`config.mk`:
```
export PLATFORM = sky130hd
export DESIGN_NAME = rou_msg_parse
export DESIGN_NICKNAME = d
export VERILOG_FILES = /design/src/rtl/rou_msg_parse.sv
export SDC_FILE = /design/constraint.sdc
export NUM_CORES = 1
export LEC_CHECK = 0
export BUFFER_PORTS_ARGS = -buffer_cell sky130_fd_sc_hd__buf_2
export CORE_MARGIN = 10
export CORE_UTILIZATION = 24
export CTS_BUF_LIST = sky130_fd_sc_hd__clkbuf_16
export CTS_CLUSTER_SIZE = 10
export DETAILED_ROUTE_END_ITERATION = 8
export GPL_TIMING_DRIVEN = 0
export HOLD_SLACK_MARGIN = 0.1
export PLACE_DENSITY = 0.52
export RECOVER_POWER = 50
export SYNTH_ARGS = -nofsm -noshare
export SYNTH_HDL_FRONTEND = slang
export SYNTH_SLANG_ARGS = --single-unit
```
`constraint.sdc`:
```
create_clock -name clk -period 19.8 [get_ports clk]
set_input_delay 0 -clock clk [delete_from_list [all_inputs] [get_ports clk]]
set_output_delay 0 -clock clk [all_outputs]
set_load 0.02 [all_outputs]
```
`src/rtl/rou_msg_parse.sv`:
```
// roubus receive side: 2-entry message FIFO, field split, per-cmd dispatch
// and an outstanding-read tag scoreboard with error pulses and counter.
module rou_msg_parse #(
    parameter int DWID = 128,
    parameter int AWID = 32,
    parameter int TWID = 5,
    parameter int BWID = (DWID == 512) ? 6 : (DWID == 256) ? 5 :
                         (DWID == 128) ? 4 : (DWID == 64) ? 3 : 2,
    parameter int WID  = 2 + DWID + AWID + BWID + TWID
) (
    input  logic            clk,
    input  logic            rst,
    input  logic            msg_vld,
    input  logic [WID-1:0]  msg,
    output logic            msg_rdy,
    output logic            wr_vld,
    input  logic            wr_rdy,
    output logic            rd_vld,
    input  logic            rd_rdy,
    output logic            rsp_vld,
    input  logic            rsp_rdy,
    output logic [DWID-1:0] out_data,
    output logic [AWID-1:0] out_addr,
    output logic [BWID-1:0] out_bytes,
    output logic [TWID-1:0] out_tag,
    output logic            err_dup,
    output logic            err_unexp,
    output logic [7:0]      err_cnt
);

    localparam int TAG_LO = 2;
    localparam int BYT_LO = TAG_LO + TWID;
    localparam int ADR_LO = BYT_LO + BWID;
    localparam int DAT_LO = ADR_LO + AWID;

    typedef enum logic [1:0] {
        CMD_NOP = 2'b00,
        CMD_WR  = 2'b01,
        CMD_RD  = 2'b10,
        CMD_RSP = 2'b11
    } cmd_e;

    logic [WID-1:0]       mem_q [2];
    logic                 wptr_q, rptr_q;
    logic [1:0]           cnt_q, cnt_d;
    logic [2**TWID-1:0]   sb_q;
    logic                 err_dup_q, err_unexp_q;
    logic                 err_dup_d, err_unexp_d;
    logic [7:0]           err_cnt_q, err_cnt_d;

    logic [WID-1:0]       head;
    logic                 head_vld;
    cmd_e                 head_cmd;
    logic [TWID-1:0]      head_tag;
    logic                 push, pop, sb_set, sb_clr;

    assign head     = mem_q[rptr_q];
    assign head_vld = !rst && (cnt_q != 2'd0);
    assign head_cmd = cmd_e'(head[1:0]);
    assign head_tag = head[BYT_LO-1:TAG_LO];

    assign msg_rdy  = !rst && (cnt_q != 2'd2);
    assign push     = msg_vld && msg_rdy;

    // Fields read zero whenever the FIFO holds nothing.
    assign out_data  = (cnt_q != 2'd0) ? head[WID-1:DAT_LO]    : '0;
    assign out_addr  = (cnt_q != 2'd0) ? head[DAT_LO-1:ADR_LO] : '0;
    assign out_bytes = (cnt_q != 2'd0) ? head[ADR_LO-1:BYT_LO] : '0;
    assign out_tag   = (cnt_q != 2'd0) ? head_tag              : '0;

    assign err_dup   = err_dup_q && !rst;
    assign err_unexp = err_unexp_q && !rst;
    assign err_cnt   = err_cnt_q;

    always_comb begin
        wr_vld      = 1'b0;
        rd_vld      = 1'b0;
        rsp_vld     = 1'b0;
        pop         = 1'b0;
        sb_set      = 1'b0;
        sb_clr      = 1'b0;
        err_dup_d   = 1'b0;
        err_unexp_d = 1'b0;
        if (head_vld) begin
            case (head_cmd)
                CMD_NOP: pop = 1'b1;
                CMD_WR: begin
                    wr_vld = 1'b1;
                    pop    = wr_rdy;
                end
                CMD_RD: begin
                    rd_vld = 1'b1;
                    if (rd_rdy) begin
                        pop       = 1'b1;
                        sb_set    = 1'b1;
                        err_dup_d = sb_q[head_tag];
                    end
                end
                CMD_RSP: begin
                    // A response for a tag nobody is waiting on is dropped here.
                    if (sb_q[head_tag]) begin
                        rsp_vld = 1'b1;
                        if (rsp_rdy) begin
                            pop    = 1'b1;
                            sb_clr = 1'b1;
                        end
                    end else begin
                        pop         = 1'b1;
                        err_unexp_d = 1'b1;
                    end
                end
                default: pop = 1'b1;
            endcase
        end
    end

    always_comb begin
        cnt_d = cnt_q;
        case ({push, pop})
            2'b10:   cnt_d = cnt_q + 2'd1;
            2'b01:   cnt_d = cnt_q - 2'd1;
            default: cnt_d = cnt_q;
        endcase
        err_cnt_d = err_cnt_q;
        if ((err_dup_d || err_unexp_d) && (err_cnt_q != 8'hFF))
            err_cnt_d = err_cnt_q + 8'd1;
    end

    always_ff @(posedge clk) begin
        if (push)
            mem_q[wptr_q] <= msg;
    end

    always_ff @(posedge clk) begin
        if (rst) begin
            wptr_q      <= 1'b0;
            rptr_q      <= 1'b0;
            cnt_q       <= 2'd0;
            sb_q        <= '0;
            err_dup_q   <= 1'b0;
            err_unexp_q <= 1'b0;
            err_cnt_q   <= 8'd0;
        end else begin
            if (push)
                wptr_q <= ~wptr_q;
            if (pop)
                rptr_q <= ~rptr_q;
            cnt_q <= cnt_d;
            if (sb_set)
                sb_q[head_tag] <= 1'b1;
            else if (sb_clr)
                sb_q[head_tag] <= 1'b0;
            err_dup_q   <= err_dup_d;
            err_unexp_q <= err_unexp_d;
            err_cnt_q   <= err_cnt_d;
        end
    end

endmodule

```
# == Word level (Yosys, flattened, before mapping) ==
# Memory sizes are Yosys's and may differ from the RTL's. A register that Yosys moved wholly into a read port is not among the register bits.
# Index checks and enable logic that the tools add are counted.
# word_totals
reg_bits,46
ram_bits,342
input_bits,177
n_memories,1
# memory_table
name,depth,width,rd,rd_clocked_by_memory_dff,wr,line,source
mem_q,2,171,1,1,1,43,logic [WID-1:0] mem_q [2];
# op_classes
order_cmp,2
n_eq_ne,7
n_addsub,3
reduce_logical,13
n_bitwise,5
mux,38
# ops
cell,n
$mux 128,1
$mux 32,3
$and 32x32->32,1
$not 32->32,1
$or 32x32->32,1
$mux 1,28
$add 8x1->8 const B,1
$ne 8x8->1 const B,1
$logic_and 1x1->1,7
$eq 2x2->1 const B,3
$lt 5x6->1 const B,1
$reduce_bool 2->1,3
$bmux 1 s5,1
$demux 1 s5,1
$ge 5x1->1 const B,1
$mux 5,1
$eq 2x1->1 const B,2
$mux 4,1
$pmux 1 s4,1
$pmux 2 s2,1
$add 2x1->2 const B,1
$logic_not 2->1,1
$ne 2x2->1 const B,1
$not 1->1,2
3 further kinds,3

# == Depth between registers and ports, before layout ==
# Gate-level depths: netlist of run 1.
# depth
ltp_word,8
mapped_depth,14
ltp_nobuf,10

# == Worst setup path after synthesis of run 1 ==
# Ideal clock, no wire load.
# synth_path
path_type,flip-flop to flip-flop
from,register cnt_q[0]
to,memory mem_q[0][0] (netlist bit) (enable)
synth_period_minus_slack_ns,8.849
slack_ns,10.951
stages_incl_launch_ff,5
required_ns,19.095
t_arrival_ns,8.144
n_path_buf,0
cell_sequence,dfxtp_1 inv_1 a21oi_1 nand2_1 nor2_1
# synth_between
elab_chain_len,5
# synth_rtl
item,line,source
start: declaration,45,"logic [1:0] cnt_q, cnt_d;"
start signal: assignment,148,cnt_q <= cnt_d;
$ne 2x2->1,62,assign msg_rdy = !rst && (cnt_q != 2'd2);
$logic_and 1x1->1,62,
via msg_rdy,15,"output logic msg_rdy,"
$logic_and 1x1->1,63,assign push = msg_vld && msg_rdy;
$mux 1,130,if (push)
$mux 1 (implied by the code),131,mem_q[wptr_q] <= msg;
end: declaration,43,
# The timed path passes the listed nets, and every way through them passes these cells.

# == Worst setup path in the final report of run 1 ==
# layout_path
from,register cnt_q[0]
to,memory mem_q[1][16] (netlist bit) (enable)
# layout_between
elab_chain_len,5
# layout_rtl
item,line
$ne 2x2->1,62
$logic_and 1x1->1,62
$logic_and 1x1->1,63
$mux 1,130
$mux 1 (implied by the code),131
# No other way between the ends.

==> summary.md, run 1 <==
| Metric | Value |
|---|---|
| Ranking of synthesized cells by area | `edfxtp_1 65%, mux2i_1 12%, dfxtp_1 6.0%` |
| Post-detailed-route wirelength per cell | `18.7 um` |
| Seq/Total Area, Yosys | `between 70% and 80%` |
| Number of port buffers | `358` |
| I/O pins | `360` |
| Normalized max-slew margin | `-131%` |
| Max Fclk | `0.223 GHz` |
| HPWL after detailed placement | `around 33 mm` |
| Total power | `roughly 2.3 mW` |
| Crit Path Category | `reg -> reg` |
| Unique masters post-synth | `65` |
| Antenna Nets Post-Route | `0` |
| Vias in the first global route | `11872` |
| Die Area | `~76000 um^2` |
| Synthesis warning total | `0` |
| DRC | `0` |
| Final slew viol count | `103` |
| Fillers | `6398` |
| # nets final | `1848` |
| Grt peak-use layer | `met2` |
| Share of cells above drive strength 1 | `20.6%` |
| Startpoint types | `flip-flop` |
| Die X | `276 um` |
| CTS Hold Bufs | `201` |
| Setup TNS | `0 ps` |
| FP Rows | `93` |
| Total GRT Usage | `11.9%` |
| Final-report hold violation count | `0` |
| CTS tree | `yes` |
| Worst min path class | `in -> reg` |
| Pre-Repair DR Iteration Count | `5` |
| CP arrival | `4720 ps` |
| Met2 track demand over resource | `21.0%` |
| Final Cycle Share | `22.7%` |
| Vert. Die Dim | `276 um` |
| CP Max Fanout | `55` |
| Footprint of the multi-input gates | `4200 um^2` |
| First-pass GRT wire length | `70.6 mm` |
| Final GP Congestion | `between 0.7 and 0.8` |
| Worst Skew | `15.6 ps` |
| Wire length after detailed routing | `47.5 mm` |
| Largest net degree at the start of global routing | `56` |
| Synth area leader | `edfxtp_1` |
| Tmin final | `4490 ps` |
| Status | `complete, but fails checks` |
| Worst slew pin tran | `3470 ps` |
| Met3 GRT Util | `under 10%` |
| Prevailing post-synth register cell | `edfxtp_1` |
| Global route overflow | `0` |
| GR Util met1 | `between 10 and 15%` |
| Syn_nets | `1230` |
| Deepest clock path buffer count | `3` |
| H-tree level count | `2` |
| Final setup viols | `0` |
| Num CTS Buffers | `47` |
| Reg clk slew, reported paths | `50 ps` |
| FF+latch count, synth | `389` |
| Vias per cell | `4.38` |
| Total area of sequential cells | `around 11000 um^2` |
| Critical Path RT | `roughly 20000 ps` |
| Initial antenna violation count | `3` |
| Cell Area, Synth | `15700 um^2` |
| Avg Inst Size Synth | `15.0 um^2` |
| Clk_lat worst skew | `580 ps` |
| Syn Inst Count | `1051` |
| Clock sink count | `389` |
| Crit end category | `flip-flop` |
| RSZ-0062 raised after global routing | `false` |
| Maxcap violations | `2` |
| Layout Area Growth over Synthesis | `39.9%` |
| Total number of vias | `11139` |
| CORE AREA | `64700 um^2` |
| Initial core utilization | `24.3%` |
| Post-synth ARST share | `0%` |
| Post-synth top area share | `between 60% and 70%` |
| Pwr per Cell Area | `~110 nW/um^2` |
| Leak Pwr | `7.85 nW` |
| Failing checks | `max-capacitance violations, max-slew violations` |
| Max VDD drop | `0.0597 mV` |
| Iter 0 DRT Violations | `694` |
| Post-cts resize count | `0` |
| EDFF count, synth | `approximately 340` |
| Post-CTS setup buffer count | `0` |
| CTS root buf | `clkbuf_16` |
## layout make-up
class	instances	area share [%]
Multi-Input combinational cell	593	19.1
Buffer	60	1.29
Clock inverter	22	0.814
Inverter	9	0.154
Tap cell	855	4.87
Timing Repair Buffer	569	17.4
Clock buffer	47	5.35
Antenna cell	1	0.0114
Sequential cell	389	51.0
## kinds of logic (layout without fill, tap and decap cells)
logic type      Yosys count  after routing  share of synthesized area [%]
flops                   389            389                           71.3
simple gates            280            280                           8.03
mux                     192            192                           12.5
compound gates          116            116                           5.73
buf+inv                  69            707                           2.02
xor+xnor                  3              3                          0.167
fa+ha+maj                 2              2                          0.159
other cells               0              1                              0
## state kept, by name, summed over array words and instances, names as in the netlist, named ones only
register     flops
mem_q          342
err_cnt          8
cnt_q            2
err_dup_q        1
err_unexp_q      1
rptr_q           1
wptr_q           1
## placed cells by master, fill, tap and decap left out, types with 19 or more instances in the layout
master,n
nor2_1,191
mux2i_1,183
edfxtp_1,342
inv_1,19
dlygate4sd3_1,202
a31oi_1,36
dfxtp_1,47
buf_2,257
clkbuf_16,47
clkbuf_1,139
a311oi_1,32
## worst max-delay path, stage by stage, from the launching register on
cell and delay [ps]:
dfxtp_1 420, inv_1 70, a21oi_1 200, and3_1 760
clkbuf_1 2280, buf_16 310
## synth_stat cells, types with 2 or more instances
cell	number
edfxtp_1	342
nor2_1	193
mux2i_1	183
dfxtp_1	47
a31oi_1	36
a311oi_1	32
clkbuf_1	28
nand2_1	17
nand3_1	17
buf_1	13
nand2b_1	12
buf_2	11
inv_1	9
a21oi_1	7
nor2b_1	6
nor4b_1	5
o21ai_0	5
a41oi_1	4
and3_1	4
buf_4	4
buf_6	4
nor4_1	4
o41ai_1	4
or4bb_1	4
mux2_2	3
nor3_1	3
o32ai_2	3
a21boi_0	2
a21o_1	2
a22oi_1	2
ha_1	2
mux2i_2	2
mux4_1	2
nand4b_1	2
o21ai_1	2
o21ai_2	2
o22ai_1	2
o41a_1	2
or3_1	2
xor2_1	2
## power breakdown
| part | switching [mW] | leakage [nW] | internal (mW) |
|---|---|---|---|
| Sequential | 0.0106 | 3.52 | 0.935 |
| Combinational | 0.395 | 3.64 | 0.211 |
| Clock | 0.329 | 0.694 | 0.440 |
## per-stage QoR
step	std cells	setup slack (ps)	instance area (um^2)	utilization (%)	hold slack (ps)
2_1_floorplan	1051	10950	15700	-	98.9
3_3_place_gp	2264	5870	18600	28.7	188
3_5_place_dp	2273	16190	18800	29.0	191
4_1_cts	2543	15630	22200	34.3	101
5_1_grt	2545	14860	22000	34.0	115
6_report	2545	15310	22000	34.0	154
## worst paths after layout
check	startpoint	to	slack [ps]	cells past startpoint
hold / removal	msg[142]	mem_q[1][142]	150	2
setup reg to reg	cnt_q[0]	mem_q[1][16]	15310	5
setup / recovery	cnt_q[0]	mem_q[1][16]	15310	5
hold reg to reg	rptr_q	flip-flop	480	1
## routing by layer
metal / share of wire, % / routed length, um / vias up
li1: - / - / 5267
met1: 40 / 18800 / 5446
met2: 52 / 24500 / 346
met3: 6.7 / 3190 / 76
met4: 2.1 / 994 / 4
met5: 0.061 / 29 / -
No activity file was read; power rests on OpenSTA's default activity.
==> inputs of run 2 (changes only) <==
PLACE_DENSITY = 0.53   (was 0.52)
clock period = 4 ns   (was 19.8 ns; I/O delays follow)
==> summary.md, run 2 (synthesis results as in run 1) <==
| Metric | Value |
|---|---|
| Status | `complete, but fails checks` |
| Failing checks | `max-capacitance violations, max-slew violations` |
| Clk_lat worst skew | `590 ps` |
| Die Area | `76100 um^2` |
| CTS root buf | `clkbuf_16` |
| RSZ-0062 raised after global routing | `false` |
| Setup TNS | `0 ps` |
| CP arrival | `3620 ps` |
| Tmin final | `about 3600 ps` |
| I/O pins | `360` |
| Number of port buffers | `358` |
| Sw frac | `31.9%` |
| Flop2flop setup slack | `between 400 and 500 ps` |
| Final setup viols | `0` |
| Wire length after detailed routing | `47.6 mm` |
| # nets final | `approximately 1900` |
| Hold EP | `mem_q[1][157]` |
| Most flop-heavy register | `mem_q` |
| Crit path max-delay family | `buffers and inverters` |
| Commonest non-fill, non-tap cells in the layout | `342 x edfxtp_1, 262 x buf_2, 218 x dlygate4sd3_1` |
| CTS tree | `yes` |
| Vias in the first global route | `11921` |
| Vias per cell | `around 4.4` |
| Iter 0 DRT Violations | `approximately 760` |
| Slowest CP cell | `buf_1` |
| Normalized max-slew margin | `-10.0%` |
| Final Cycle Share | `90.4%` |
| Vert. Die Dim | `276 um` |
| Global route overflow | `0` |
| Worst slew pin tran | `1650 ps` |
| Pwr per Cell Area | `520 nW/um^2` |
| P_sw | `~3.7 mW` |
| Crit end category | `output pin` |
| Total power | `11.5 mW` |
| Layout Area Growth over Synthesis | `41.0%` |
| Clock sink count | `389` |
| Die X | `276 um` |
| Startpoint types | `flip-flop` |
| Logic pwr share | `26.2%` |
| Pre-Repair DR Iteration Count | `5` |
| Critical Path RT | `4000 ps` |
| Largest net degree at the start of global routing | `63` |
| Post-detailed-route wirelength per cell | `around 19 um` |
| Most common cell after layout, fill and taps aside | `edfxtp_1` |
| Final slew viol count | `59` |
| HPWL after detailed placement | `32.7 mm` |
| Worst path most repeated cell | `buf_2` |
| Max Fclk | `0.277 GHz` |
| Share of cells above drive strength 1 | `21.2%` |
| First-pass GRT wire length | `70.5 mm` |
| Leak Pwr | `7.98 nW` |
| Seq pwr share | `between 40% and 50%` |
| Worst min path class | `in -> reg` |
| CP Max Fanout | `10` |
| Crit Path Category | `reg -> out` |
| CORE AREA | `64700 um^2` |
| Antenna Nets Post-Route | `0` |
| Initial core utilization | `24.3%` |
| Deepest clock path buffer count | `3` |
| Max VDD drop | `0.441 mV` |
| FP Rows | `93` |
| Maxcap violations | `1` |
| Final-report hold violation count | `0` |
| Fillers | `6444` |
| Clk network pwr share | `33.2%` |
| DRC | `0` |
| Worst Skew | `39.4 ps` |
| Buf/Inv on CP | `7` |
| Final GP Congestion | `0.781` |
| Num CTS Buffers | `between 40 and 50` |
| Internal power | `7.84 mW` |
| Delay of the slowest critical-path stage | `710 ps` |
| Hold wc startpoint | `msg[157]` |
| Worst reg2reg path depth | `9` |
| Hold path cells | `2` |
| Initial antenna violation count | `3` |
| Total number of vias | `11262` |
| Reg clk slew, reported paths | `60 ps` |
| H-tree level count | `2` |
| CP cell instances | `buf_6, buf_6, buf_2, buf_2, clkbuf_2, buf_1, mux2i_1, nor2_1, buf_2` |
| Total GRT Usage | `around an eighth` |
| Max FFs per register | `roughly 340` |
==> run 2: power by group through the flow <==
| stage | clock network (mW) | logic, mW | registers (mW) |
|---|---|---|---|
| after floorplan | 0 | 1.78 | 4.77 |
| after global placement | 0 | 2.87 | 4.78 |
| after global routing | 4.12 | 3.27 | 4.69 |
| final | 3.82 | 3.01 | 4.68 |
| after CTS | 3.96 | 3.10 | 4.68 |
| after detailed placement | 0 | 2.92 | 4.76 |
==> run 2: routing by layer <==
layer	GRT usage [%]	vias to the layer above	share of wire (%)
met1	14.0	5530	40
met2	20.6	356	51
met3	3.41	72	7.4
li1	-	5302	-
met5	0	-	0.027
met4	3.76	2	2.2
==> run 2: layout make-up <==
cell class                      count  area (um^2)  area share (%)
Inverter                            9         33.8           0.152
Clock inverter                     23          150           0.678
Timing Repair Buffer              585         4010            18.1
Clock buffer                       48         1200            5.42
Antenna cell                        1         2.50          0.0113
Multi-Input combinational cell    593         4200            18.9
Buffer                             60          287            1.29
Sequential cell                   389        11200            50.6
Tap cell                          855         1070            4.83
==> run 2: per-stage QoR <==
step	std cells	setup WS [ps]	utilization [%]	hold slack (ps)	area [um^2]
4_1_cts	2562	73.9	34.5	100	22300
2_1_floorplan	1051	86.3	-	98.9	15700
3_5_place_dp	2273	409	29.1	192	18800
6_report	2563	384	34.3	146	22200
5_1_grt	2563	125	34.3	116	22200
3_3_place_gp	2264	-1580	28.7	188	18600
==> run 2: worst register-to-register path: stages (launching register included) <==
cell and delay, ps:
dfxtp_1 320, buf_6 150, buf_6 150, buf_2 230
mux2i_1 700, nand2_1 160, nor2_1 410, nand2_1 400
o21ai_1 650, a311oi_1 220
==> run 2: what timing repair did <==
| action | CTS | global route |
|---|---|---|
| endpoints found under the setup margin | 32 | 1 |
| buffers inserted | 0 | 0 |
| resized for setup | 1 | 2 |
| hold buffers | 218 | 0 |
| hold endpoints to repair | 380 | 0 |
==> run 2: how the worst max path moves through the flow <==
stage / from / endpoint / slack (ps) / cells past startpoint
2_1_floorplan: cnt_q[0] / mem_q[0][0] / 90 / 4
3_3_place_gp: cnt_q[0] / mem_q[0][148] / -1580 / 4
3_5_place_dp: mem_q[1][2] / cnt_q[1] / 410 / 10
4_1_cts: flip-flop / out_addr[23] / 70 / 9
5_1_grt: cnt_q[0] / out_addr[23] / 120 / 5
6_report: flip-flop / out_data[58] / 380 / 9
